<file path="src/rtl/gtech_glitch_filter_pkg.sv">
// rtl/gtech_glitch_filter_pkg.sv - shared constants, state type and clog2 helper for the glitch filter
package gtech_pkg;

  // Per-channel qualification state: IDLE means a_q agrees with Z, QUAL means a change is being timed.
  typedef enum logic {
    IDLE = 1'b0,
    QUAL = 1'b1
  } ch_state_e;

  localparam ch_state_e ST_IDLE = IDLE;
  localparam ch_state_e ST_QUAL = QUAL;

  // Number of bits needed to hold values 0..v-1 (at least 1 for v>=2).
  function automatic int clog2(input int v);
    int r;
    r = 0;
    while ((1 << r) < v) begin
      r = r + 1;
    end
    return r;
  endfunction

endpackage

</file>
<file path="src/rtl/gtech_glitch_filter_ch.sv">
// rtl/gtech_glitch_filter_ch.sv - one deglitch channel: sampler, stability counter, FSM, Z/ZN/CHG regs (GTECH_GLITCH_FILTER_EDGE_EN adds RISE/FALL)
module gtech_glitch_filter_ch
  import gtech_pkg::*;
#(
  parameter int   STABLE_CYCLES = 4,
  parameter logic RESET_VAL     = 1'b1,
  parameter int   CW            = clog2(STABLE_CYCLES + 1)
) (
  input  logic CP,
  input  logic RST,
  input  logic EN,
  input  logic A,
  output logic Z,
  output logic ZN,
  output logic CHG
`ifdef GTECH_GLITCH_FILTER_EDGE_EN
  ,
  output logic RISE,
  output logic FALL
`endif
);

  logic          a_q, a_d;
  logic [CW-1:0] cnt_q, cnt_d;
  ch_state_e     state_q, state_d;
  logic          z_q, z_d;
  logic          zn_q, zn_d;
  logic          chg_q, chg_d;
  logic          commit;
`ifdef GTECH_GLITCH_FILTER_EDGE_EN
  logic          rise_q, rise_d;
  logic          fall_q, fall_d;
`endif

  // Next-state: sample A, time a pending change, and commit it once it has been stable long enough.
  always_comb begin
    a_d     = a_q;
    cnt_d   = cnt_q;
    state_d = state_q;
    z_d     = z_q;
    zn_d    = zn_q;
    chg_d   = 1'b0;
    commit  = 1'b0;
    if (EN) begin
      a_d = A;
      case (state_q)
        ST_IDLE: begin
          if (a_q != z_q) begin
            if (STABLE_CYCLES == 1) begin
              commit = 1'b1;
            end else begin
              cnt_d   = CW'(1);
              state_d = ST_QUAL;
            end
          end
        end
        ST_QUAL: begin
          if (a_q == z_q) begin
            // The sample fell back to the committed level: a glitch, drop the count.
            cnt_d   = '0;
            state_d = ST_IDLE;
          end else if (cnt_q == CW'(STABLE_CYCLES - 1)) begin
            commit = 1'b1;
          end else begin
            cnt_d = cnt_q + CW'(1);
          end
        end
        default: begin
          cnt_d   = '0;
          state_d = ST_IDLE;
        end
      endcase
      if (commit) begin
        z_d     = a_q;
        zn_d    = ~a_q;
        chg_d   = 1'b1;
        cnt_d   = '0;
        state_d = ST_IDLE;
      end
    end
`ifdef GTECH_GLITCH_FILTER_EDGE_EN
    rise_d = commit & a_q;
    fall_d = commit & ~a_q;
`endif
  end

  // State registers; reset restores the idle level and discards any count in progress.
  always_ff @(posedge CP) begin
    if (RST) begin
      a_q     <= RESET_VAL;
      cnt_q   <= '0;
      state_q <= ST_IDLE;
      z_q     <= RESET_VAL;
      zn_q    <= ~RESET_VAL;
      chg_q   <= 1'b0;
`ifdef GTECH_GLITCH_FILTER_EDGE_EN
      rise_q  <= 1'b0;
      fall_q  <= 1'b0;
`endif
    end else begin
      a_q     <= a_d;
      cnt_q   <= cnt_d;
      state_q <= state_d;
      z_q     <= z_d;
      zn_q    <= zn_d;
      chg_q   <= chg_d;
`ifdef GTECH_GLITCH_FILTER_EDGE_EN
      rise_q  <= rise_d;
      fall_q  <= fall_d;
`endif
    end
  end

  assign Z   = z_q;
  assign ZN  = zn_q;
  assign CHG = chg_q;
`ifdef GTECH_GLITCH_FILTER_EDGE_EN
  assign RISE = rise_q;
  assign FALL = fall_q;
`endif

endmodule

</file>
<file path="src/rtl/gtech_glitch_filter.sv">
// rtl/gtech_glitch_filter.sv - WIDTH-channel registered deglitch stage (GTECH_GLITCH_FILTER_EDGE_EN adds RISE/FALL outputs)
module gtech_glitch_filter
  import gtech_pkg::*;
#(
  parameter int   WIDTH         = 1,
  parameter int   STABLE_CYCLES = 4,
  parameter logic RESET_VAL     = 1'b1
) (
  input  logic             CP,
  input  logic             RST,
  input  logic             EN,
  input  logic [WIDTH-1:0] A,
  output logic [WIDTH-1:0] Z,
  output logic [WIDTH-1:0] ZN,
  output logic [WIDTH-1:0] CHG
`ifdef GTECH_GLITCH_FILTER_EDGE_EN
  ,
  output logic [WIDTH-1:0] RISE,
  output logic [WIDTH-1:0] FALL
`endif
);

  // Reject configurations that cannot qualify anything.
  generate
    if (WIDTH < 1) begin : g_bad_width
      $error("gtech_glitch_filter: WIDTH must be >= 1");
    end
    if (STABLE_CYCLES < 1) begin : g_bad_stable
      $error("gtech_glitch_filter: STABLE_CYCLES must be >= 1");
    end
  endgenerate

  // Channels share nothing but clock, reset and enable.
  for (genvar i = 0; i < WIDTH; i++) begin : g_ch
    gtech_glitch_filter_ch #(
      .STABLE_CYCLES(STABLE_CYCLES),
      .RESET_VAL    (RESET_VAL)
    ) u_ch (
      .CP  (CP),
      .RST (RST),
      .EN  (EN),
      .A   (A[i]),
      .Z   (Z[i]),
      .ZN  (ZN[i]),
      .CHG (CHG[i])
`ifdef GTECH_GLITCH_FILTER_EDGE_EN
      ,
      .RISE(RISE[i]),
      .FALL(FALL[i])
`endif
    );
  end

endmodule

</file>
<file path="config.mk">
export PLATFORM = sky130hd
export DESIGN_NAME = gtech_glitch_filter
export DESIGN_NICKNAME = d
export VERILOG_FILES = /design/src/rtl/gtech_glitch_filter_pkg.sv /design/src/rtl/gtech_glitch_filter_ch.sv /design/src/rtl/gtech_glitch_filter.sv
export SDC_FILE = /design/constraint.sdc
export NUM_CORES = 1
export LEC_CHECK = 0
export CAP_MARGIN = 20
export CORE_AREA = 2 2 39 41
export CTS_BUF_LIST = sky130_fd_sc_hd__clkbuf_4 sky130_fd_sc_hd__clkbuf_8
export CTS_CLUSTER_DIAMETER = 50
export DETAILED_ROUTE_END_ITERATION = 8
export DIE_AREA = 0 0 41 43
export PLACE_DENSITY = 0.57
export SETUP_SLACK_MARGIN = 0.1
export SLEW_MARGIN = 20
export SYNTH_ARGS = -nofsm -noshare
export SYNTH_HDL_FRONTEND = slang
export SYNTH_SLANG_ARGS = --single-unit
</file>
<file path="constraint.sdc">
create_clock -name CP -period 1.5 [get_ports CP]
set_input_delay 0.3 -clock CP [delete_from_list [all_inputs] [get_ports CP]]
set_output_delay 0.3 -clock CP [all_outputs]
set_load 0.01 [all_outputs]
</file>
==> After elaboration in Yosys (flattened, before gate mapping) <==
Index checks and enable logic that the tools add are counted.
{ "op_classes": {"n_reduce_logical": 3, "mul": 0, "n_div": 0, "n_lt_le_gt_ge": 0, "mux": 14, "n_bitwise": 3, "n_eq_ne": 5, "add_sub_neg": 1, "n_shift": 0} }
{ "op_table": {"columns": ["operator", "n"], "rows": [
  ["3-bit two-way mux", 4],
  ["1-bit two-way mux", 8],
  ["3-bit one-hot mux with 2 select lines", 1],
  ["4-bit inequality test, second input constant", 1],
  ["3-bit by 1-bit adder with 3-bit output, second input constant", 1],
  ["3-bit by 2-bit equality test with 1-bit output, second input constant", 1],
  ["3-bit by 1-bit inequality test with 1-bit output, second input constant", 1],
  ["1-bit inverter", 3],
  ["3-bit AND reduction", 1],
  ["1-bit one-hot mux with 2 select lines", 1],
  ["2-bit AND reduction", 1],
  ["2-bit OR reduction", 1],
  ["1-bit equality test", 1],
  ["1-bit inequality test", 1]
]} }
{ "totals": {"in_bits": 4, "romBits": 0, "ram_bits": 0, "out_inout_bits": 3, "register_bits": 8, "mem_count": 0, "latch_bits": 0, "word_cells": 32} }

==> Logic depth before layout (Yosys ltp) <==
Gate-level depths: netlist of the first run.
{ "logic_depth": {"ltp_word": 7, "ltp_mapped": 5, "ltp_nobuf": 5} }

==> Least setup slack after synthesis of the first run <==
No wires, ideal clock.
{ "synth_timing": {"path_type": "flip-flop to flip-flop", "startpoint": "reg g_ch[0].u_ch.cnt_q[0]", "endpoint": "reg g_ch[0].u_ch.cnt_q[1]", "setup_ns": 0.070, "t_arrival_ns": 1.366, "n_path_buf": 0, "period_less_slack_ns": 1.437, "path_stages_with_launch": 5, "required_time_ns": 1.430, "path_slack_ns": 0.063, "path_cell_list": "dfxtp_1 ha_1 ha_1 or4_4 o2bb2ai_1"} }
{ "synth_via": {"elab_chain_len": 7, "elab_cells_between_ends": 13, "classes_between": "add/sub (1); eq/ne (3); mux (8); reduce/logical (1)"} }
{ "synth_lines": {"columns": ["element", "line", "text"], "rows": [
  ["start, declared", "gtech_glitch_filter_ch.sv:24", "logic [CW-1:0] cnt_q, cnt_d;"],
  ["start signal, assigned", "gtech_glitch_filter_ch.sv:102", "cnt_q <= cnt_d;"],
  ["3-bit by 2-bit equality test with 1-bit output", "gtech_glitch_filter_ch.sv:62", "end else if (cnt_q == CW'(STABLE_CYCLES - 1)) begin"],
  ["1-bit two-way mux", "gtech_glitch_filter_ch.sv:62", null],
  ["1-bit two-way mux", "gtech_glitch_filter_ch.sv:58", "if (a_q == z_q) begin"],
  ["1-bit two-way mux", "gtech_glitch_filter_ch.sv:46", "case (state_q)"],
  ["1-bit two-way mux", "gtech_glitch_filter_ch.sv:44", "if (EN) begin"],
  ["4-bit inequality test (no source line) or 3-bit by 1-bit inequality test with 1-bit output (tied branches)", null, null],
  ["3-bit AND reduction (no source line)", null, null]
]} }
Several ways; a longest one is shown, not always the timed one. The select of a mux whose other input is x is not followed.
A chain may end at the register's enable or synchronous reset.

==> Worst setup path after layout of the first run <==
Same ends and word-level chain as after synthesis.

==> results of run 1 <==
-- report_power, final --
group,internal (mW),switching [mW],total (mW)
clock network,0.0915,0.0719,0.163
registers,0.218,0.00666,0.224
logic,0.0211,0.0175,0.0386
total,0.330,0.0961,0.426
-- flip-flops by register name (all words and copies together) (netlist names) --
name               flops
g_ch.u_ch.cnt_q        3
g_ch.u_ch.state_q      1
g_ch.u_ch.ZN           1
g_ch.u_ch.Z            1
g_ch.u_ch.a_q          1
g_ch.u_ch.CHG          1
-- cells by family after synthesis --
logic type / Yosys count / share of synthesized area [%]
simple gates: 14 / 20.4
compound gates: 9 / 17.3
flops: 8 / 43.5
buf+inv: 4 / 4.42
xor+xnor: 2 / 4.76
fa+ha+maj: 2 / 6.80
mux: 1 / 2.72
-- layout make-up --
| class | instances | area share, % |
|---|---|---|
| clock buffer | 3 | 4.24 |
| timing repair buffer | 9 | 15.1 |
| sequential | 8 | 30.8 |
| tap | 16 | 3.76 |
| multi-input combinational | 28 | 44.7 |
| inverter | 2 | 1.41 |
-- synth_stat cells (2+ instances only) --
| cell | instances | share of area [%] |
|---|---|---|
| sky130_fd_sc_hd__inv_1 | 2 | 2.0 |
| sky130_fd_sc_hd__ha_1 | 2 | 6.8 |
| sky130_fd_sc_hd__nand2b_1 | 2 | 3.4 |
| sky130_fd_sc_hd__dfxtp_1 | 8 | 44 |
| sky130_fd_sc_hd__nor3_1 | 2 | 2.7 |
| sky130_fd_sc_hd__nand3_1 | 2 | 2.7 |
| sky130_fd_sc_hd__nor2_1 | 3 | 3.1 |
| sky130_fd_sc_hd__o2bb2ai_1 | 3 | 7.1 |
| sky130_fd_sc_hd__a21oi_1 | 3 | 4.1 |
| sky130_fd_sc_hd__nand2_1 | 2 | 2.0 |
-- stage by stage --
stage	instances	power, mW	setup slack, ns	hold slack [ns]
after floorplan	40	0.249	0.120	0.422
after global placement	63	0.264	-0.0353	0.452
after detailed placement	63	0.264	-0.0543	0.471
after CTS	66	0.435	0.112	0.480
after global routing	66	0.443	0.0472	0.490
final	66	0.426	0.0916	0.472
-- worst max-delay path, cell delays in order (launching register included) --
cell and delay (ns):
sky130_fd_sc_hd__dfxtp_2 0.34, sky130_fd_sc_hd__ha_4 0.16, sky130_fd_sc_hd__ha_4 0.15, sky130_fd_sc_hd__or4_4 0.53, sky130_fd_sc_hd__o2bb2ai_2 0.15
-- routing by layer --
| layer | share of wire (%) | track usage, % | vias up |
|---|---|---|---|
| met5 | 0 | 0 | - |
| met3 | 2.4 | 3.14 | 2 |
| met2 | 55 | 14.7 | 4 |
| met4 | 0.95 | 10.0 | 0 |
| met1 | 41 | 10.7 | 138 |
| li1 | - | - | 163 |
-- timing repair --
item	CTS	global route
endpoints found under the setup margin	4	4
buffers inserted	0	0
hold endpoints to repair	0	0
resized for setup	5	7
pin swaps	2	2
-- worst max path at each step --
stage | from | to | slack (ns) | depth (start not counted)
2_1_floorplan | g_ch[0].u_ch.cnt_q[0]$_SDFFE_PP0P_ | g_ch[0].u_ch.cnt_q[1]$_SDFFE_PP0P_ | 0.12 | 4
3_3_place_gp | EN | g_ch[0].u_ch.cnt_q[1]$_SDFFE_PP0P_ | -0.04 | 4
3_5_place_dp | EN | g_ch[0].u_ch.cnt_q[2]$_SDFFE_PP0P_ | -0.05 | 4
4_1_cts | g_ch[0].u_ch.cnt_q[0]$_SDFFE_PP0P_ | g_ch[0].u_ch.cnt_q[2]$_SDFFE_PP0P_ | 0.11 | 4
5_1_grt | g_ch[0].u_ch.cnt_q[0]$_SDFFE_PP0P_ | g_ch[0].u_ch.cnt_q[1]$_SDFFE_PP0P_ | 0.05 | 4
6_report | g_ch[0].u_ch.cnt_q[0]$_SDFFE_PP0P_ | g_ch[0].u_ch.cnt_q[1]$_SDFFE_PP0P_ | 0.09 | 4
==> metrics.csv, run 1 <==
metric,value,unit
status,finished clean,
final clock skew,0.00122,ns
max-cap viol count,0,
via density per instance,4.65,
placeable core region,1380,um2
post-detailed-routing wire length,737,um
GRT Overall Usage,10.2,%
Port-buffer cells,6,
"EDFF count, synth",0,
Clk Tree Root Cell,sky130_fd_sc_hd__clkbuf_4,
mean area per synthesized cell,9.20,um2
power per standard cell area,802,nW/um2
pin count of the biggest net entering global routing,9,
area added between synthesis and finish,44.6,%
fill cell count,144,
H-Tree Level Count,1,
number of library cell types mapped by synthesis,21,
routed wire length per instance,11.2,um
worst reg2reg setup slack,0.09,ns
DR DRC count,0,
Pre-Repair DR Iteration Count,2,
number of clock buffers inserted by TritonCTS,3,
count of cells along the worst hold path,1,
Multi-input gate area,238,um2
flip-flop cell with the highest count after synthesis,sky130_fd_sc_hd__dfxtp_1,
finished layout cell area,532,um2
worst min-delay path startpoint,g_ch[0].u_ch.cnt_q[2]$_SDFFE_PP0P_,
"Req. time, crit path",1.68,ns
Detail Route Antenna Nets,0,
static leakage,0.183,nW
wire length of the first global-routing pass,1150,um
vias in the first global route,292,
fraction of final layout cells sized beyond drive strength 1,32.0,%
flip-flop and latch count after synthesis,8,
number of vias in the routed layout,307,
minimum clock period,1.41,ns
clock network latency to the later pin of the worst-skew pair,0.25,ns
area post-placement,467,um2
Final Hold Violating Endpoints,0,
flip-flop and latch area,164,um2
Post-CTS Hold Buffers,0,
DIE HEIGHT,43,um
Clock Path Buffers,2,
top-level I/O count,7,
net count of the finished layout,58,
worst endpoint data arrival time,1.59,ns
Post-Synthesis Cells,40,
share of the cycle needed by the critical path after routing,93.9,%
most common library cell in the layout ignoring fill and taps,sky130_fd_sc_hd__dfxtp_1,
count of yosys warnings during synthesis,0,
net count of the mapped netlist,46,
worst-path fanout max,3,
DRC marker count from the first detailed-route iteration,3,
WHS Endpoint,g_ch[0].u_ch.cnt_q[2]$_SDFFE_PP0P_,
Starting Density,26.6,%
VDD IR max,0.311,mV
kind of capture point of the worst setup path,flop,
critical path class,reg2reg,
CTS tree,done,
FP Rows,14,
depth of the worst register-to-register path,4,
actual slew at the worst max-slew pin,0.290,ns
floorplan die width,41,um
Max-slew headroom,80.6,%
worst reg2reg path startpoint,g_ch[0].u_ch.cnt_q[0]$_SDFFE_PP0P_,
share of the core filled with cells in the final layout,38.4,%
area enclosed by the die boundary,1760,um2
estimated wirelength of the detail-placed design,483,um
Post-Synthesis Cell Area,368,um2
CP startpoint kind,flop,
Total Neg Setup Slack,0,ns
unrepaired setup endpoints after global routing,yes,
sequential element share of the synthesized area,43.5,%
fraction of registers with async set/reset,0,%
Reg-to-Reg End,g_ch[0].u_ch.cnt_q[1]$_SDFFE_PP0P_,
number of pins with negative max-slew slack in the final report,0,
count of antenna diodes in the layout,0,
initial antenna violation count,0,
clock-pin slew reported for the worst setup and hold paths after clock tree synthesis,0.05,ns
global-route congestion overflow total,0,
"commonest cells after routing, fill and taps aside","5 x sky130_fd_sc_hd__dfxtp_1, 4 x sky130_fd_sc_hd__clkdlybuf4s50_1",
Max Fclk,710,MHz
Clock Sink Count,8,
gp weighted congestion,0.667,
worst hold-check path type,reg2reg,
final count of negative-setup-slack endpoints,0,
Note: power is estimated with default switching activity, not from simulation.
==> run 2: changes to the inputs <==
==> constraint.sdc (replaced) <==
create_clock -name CP -period 1.5 [get_ports CP]
set_input_delay 0.3 -clock CP [delete_from_list [all_inputs] [get_ports CP]]
set_output_delay 0.3 -clock CP [all_outputs]
set_load 0.1 [all_outputs]
==> run 2 against run 1 <==
  * Total power rose by 10%
  * Clock-buffer cell count rose by 1
  * Wire length rose by 14%
  * First-iteration DRC count rose to 3.0 times the previous value
  * Utilization rose by 3.8 points
  * Design area rose by 9.9%
  * Clock power rose by 28%
  * Sequential power barely moved
  * Clock skew rose by 0.0062 ns
  * Worst setup slack improved by 0.051 ns
  * Combinational power rose by 3%
==> metrics.csv, run 2 (synthesized netlist as in run 1, its figures left out) <==
metric,value,unit,change
via density per instance,4.91,,was 4.65
number of vias in the routed layout,329,,was 307
Detail Route Antenna Nets,0,,unchanged
minimum clock period,1.36,ns,was 1.41 ns
Crit path buffers/inverters,0,,unchanged
cell seen most often among critical-path stages,sky130_fd_sc_hd__ha_4,,unchanged
fraction of final layout cells sized beyond drive strength 1,41.2,%,was 32.0%
area added between synthesis and finish,58.8,%,was 44.6%
number of clock buffers inserted by TritonCTS,3,,unchanged
Largest register FFs,3,,unchanged
Post-CTS Hold Buffers,0,,unchanged
CTS tree,done,,unchanged
worst path setup slack after routing,0.142,ns,was 0.0916 ns
fill cell count,134,,was 144
cell type group with the largest total delay on the critical path,simple AND/OR/NAND/NOR gates,,unchanged
actual slew at the worst max-slew pin,0.303,ns,was 0.290 ns
worst reg2reg path startpoint,g_ch[0].u_ch.cnt_q[0]$_SDFFE_PP0P_,,unchanged
DRC marker count from the first detailed-route iteration,9,,was 3
global-route congestion overflow total,0,,unchanged
clock-pin slew reported for the worst setup and hold paths after clock tree synthesis,0.06,ns,was 0.05 ns
clock network latency to the later pin of the worst-skew pair,0.26,ns,was 0.25 ns
Final Hold Violating Endpoints,0,,unchanged
Max Fclk,736,MHz,was 710 MHz
static leakage,0.211,nW,was 0.183 nW
worst-path fanout max,3,,unchanged
DR DRC count,0,,unchanged
critical path class,reg2reg,,unchanged
post-detailed-routing wire length,842,um,was 737 um
worst endpoint data arrival time,1.55,ns,was 1.59 ns
FP Rows,14,,unchanged
"commonest cells after routing, fill and taps aside","4 x sky130_fd_sc_hd__clkbuf_4, 4 x sky130_fd_sc_hd__dfxtp_1, 3 x sky130_fd_sc_hd__nor2_1, 3 x sky130_fd_sc_hd__dfxtp_2, 3 x sky130_fd_sc_hd__buf_12",,"was 5 x sky130_fd_sc_hd__dfxtp_1, 4 x sky130_fd_sc_hd__clkdlybuf4s50_1"
placeable core region,1380,um2,unchanged
register with the highest flop count,g_ch.u_ch.cnt_q,,unchanged
area enclosed by the die boundary,1760,um2,unchanged
Port-buffer cells,6,,unchanged
wire length of the first global-routing pass,1370,um,was 1150 um
unrepaired setup endpoints after global routing,no,,was yes
gp weighted congestion,0.730,,was 0.667
GRT Overall Usage,12.3,%,was 10.2%
final count of negative-setup-slack endpoints,0,,unchanged
floorplan die width,41,um,unchanged
DIE HEIGHT,43,um,unchanged
VDD IR max,0.447,mV,was 0.311 mV
share of the core filled with cells in the final layout,42.2,%,was 38.4%
Clock Path Buffers,2,,unchanged
worst hold-check path type,in2reg,,was reg2reg
number of pins with negative max-slew slack in the final report,0,,unchanged
Clock Sink Count,8,,unchanged
kind of capture point of the worst setup path,flop,,unchanged
worst min-delay path startpoint,EN,,was g_ch[0].u_ch.cnt_q[2]$_SDFFE_PP0P_
pin count of the biggest net entering global routing,9,,unchanged
worst reg2reg setup slack,0.14,ns,was 0.09 ns
power per standard cell area,806,nW/um2,was 802 nW/um2
critical-path cell list,ha_4 > ha_4 > or4_4 > o2bb2ai_2,,unchanged
status,finished clean,,unchanged
"Setup Fix Bufs, Post-CTS",0,,unchanged
count of antenna diodes in the layout,0,,unchanged
Clk Tree Root Cell,sky130_fd_sc_hd__clkbuf_4,,unchanged
overall power,0.471,mW,was 0.426 mW
Starting Density,26.6,%,unchanged
max-cap viol count,0,,unchanged
top-level I/O count,7,,unchanged
vias in the first global route,315,,was 292
Max-slew headroom,79.8,%,was 80.6%
Pre-Repair DR Iteration Count,4,,was 2
cell with the largest stage delay on the worst path,sky130_fd_sc_hd__or4_4,,unchanged
final clock skew,0.00737,ns,was 0.00122 ns
share of the cycle needed by the critical path after routing,90.5,%,was 93.9%
CP startpoint kind,flop,,unchanged
routed wire length per instance,12.6,um,was 11.2 um
biggest cell delay along the critical path,0.50,ns,was 0.53 ns
"Req. time, crit path",1.69,ns,was 1.68 ns
start point of the critical path,g_ch[0].u_ch.cnt_q[0]$_SDFFE_PP0P_,,unchanged
initial antenna violation count,0,,unchanged
estimated wirelength of the detail-placed design,552,um,was 483 um
worst setup slack before clock tree synthesis,-0.0601,ns,was -0.0543 ns
net count of the finished layout,58,,unchanged
H-Tree Level Count,1,,unchanged
run 2: cell type report:
type                    instances  area [um2]  share of cell area, %
clock buffers                   4        30.0                   5.14
inverters                       2        7.51                   1.28
repair buffers                  9         119                   20.3
multi-input cells              28         240                   41.1
well taps                      16        20.0                   3.43
flip-flops and latches          8         168                   28.7
run 2: where the power goes:
| part | switching [mW] | internal [mW] |
|---|---|---|
| sequential | 0.00683 | 0.216 |
| combinational | 0.0189 | 0.0208 |
| clock | 0.0881 | 0.121 |
| total | 0.114 | 0.357 |
run 2: routing by layer:
metal | share of wire (%) | global-route usage (%) | up-vias
li1 | - | - | 166
met1 | 43 | 13.4 | 153
met2 | 51 | 18.8 | 8
met3 | 3.6 | 3.14 | 2
met4 | 2.3 | 10.0 | 0
met5 | 0 | 0 | -
run 2: worst paths after layout:
| path | end | cells past startpoint |
|---|---|---|
| min reg2reg | g_ch[0].u_ch.cnt_q[2]$_SDFFE_PP0P_ | 1 |
| min | g_ch[0].u_ch.cnt_q[0]$_SDFFE_PP0P_ | 4 |
| max reg2reg | g_ch[0].u_ch.cnt_q[1]$_SDFFE_PP0P_ | 4 |
| max | g_ch[0].u_ch.cnt_q[1]$_SDFFE_PP0P_ | 4 |
run 2: timing repair:
| item | 4_1_cts | 5_1_grt |
|---|---|---|
| setup endpoints to repair | 3 | 4 |
| pin swaps | 1 | 3 |
| gates resized for setup | 3 | 9 |
run 2: worst register-to-register path, cell delays in order, from the launching register on:
cell and delay [ns]:
sky130_fd_sc_hd__dfxtp_2 0.34, sky130_fd_sc_hd__ha_4 0.16, sky130_fd_sc_hd__ha_4 0.16, sky130_fd_sc_hd__or4_4 0.50
sky130_fd_sc_hd__o2bb2ai_2 0.13
run 2: through the flow:
stage	cells	instance area (um2)	hold slack [ns]	setup TNS, ns
floorplan	40	378	0.422	0
finish	67	584	0.421	0
detailed placement	63	502	0.469	-0.119
global placement	63	502	0.457	-0.0661
CTS	67	546	0.480	0
global route	67	584	0.466	0
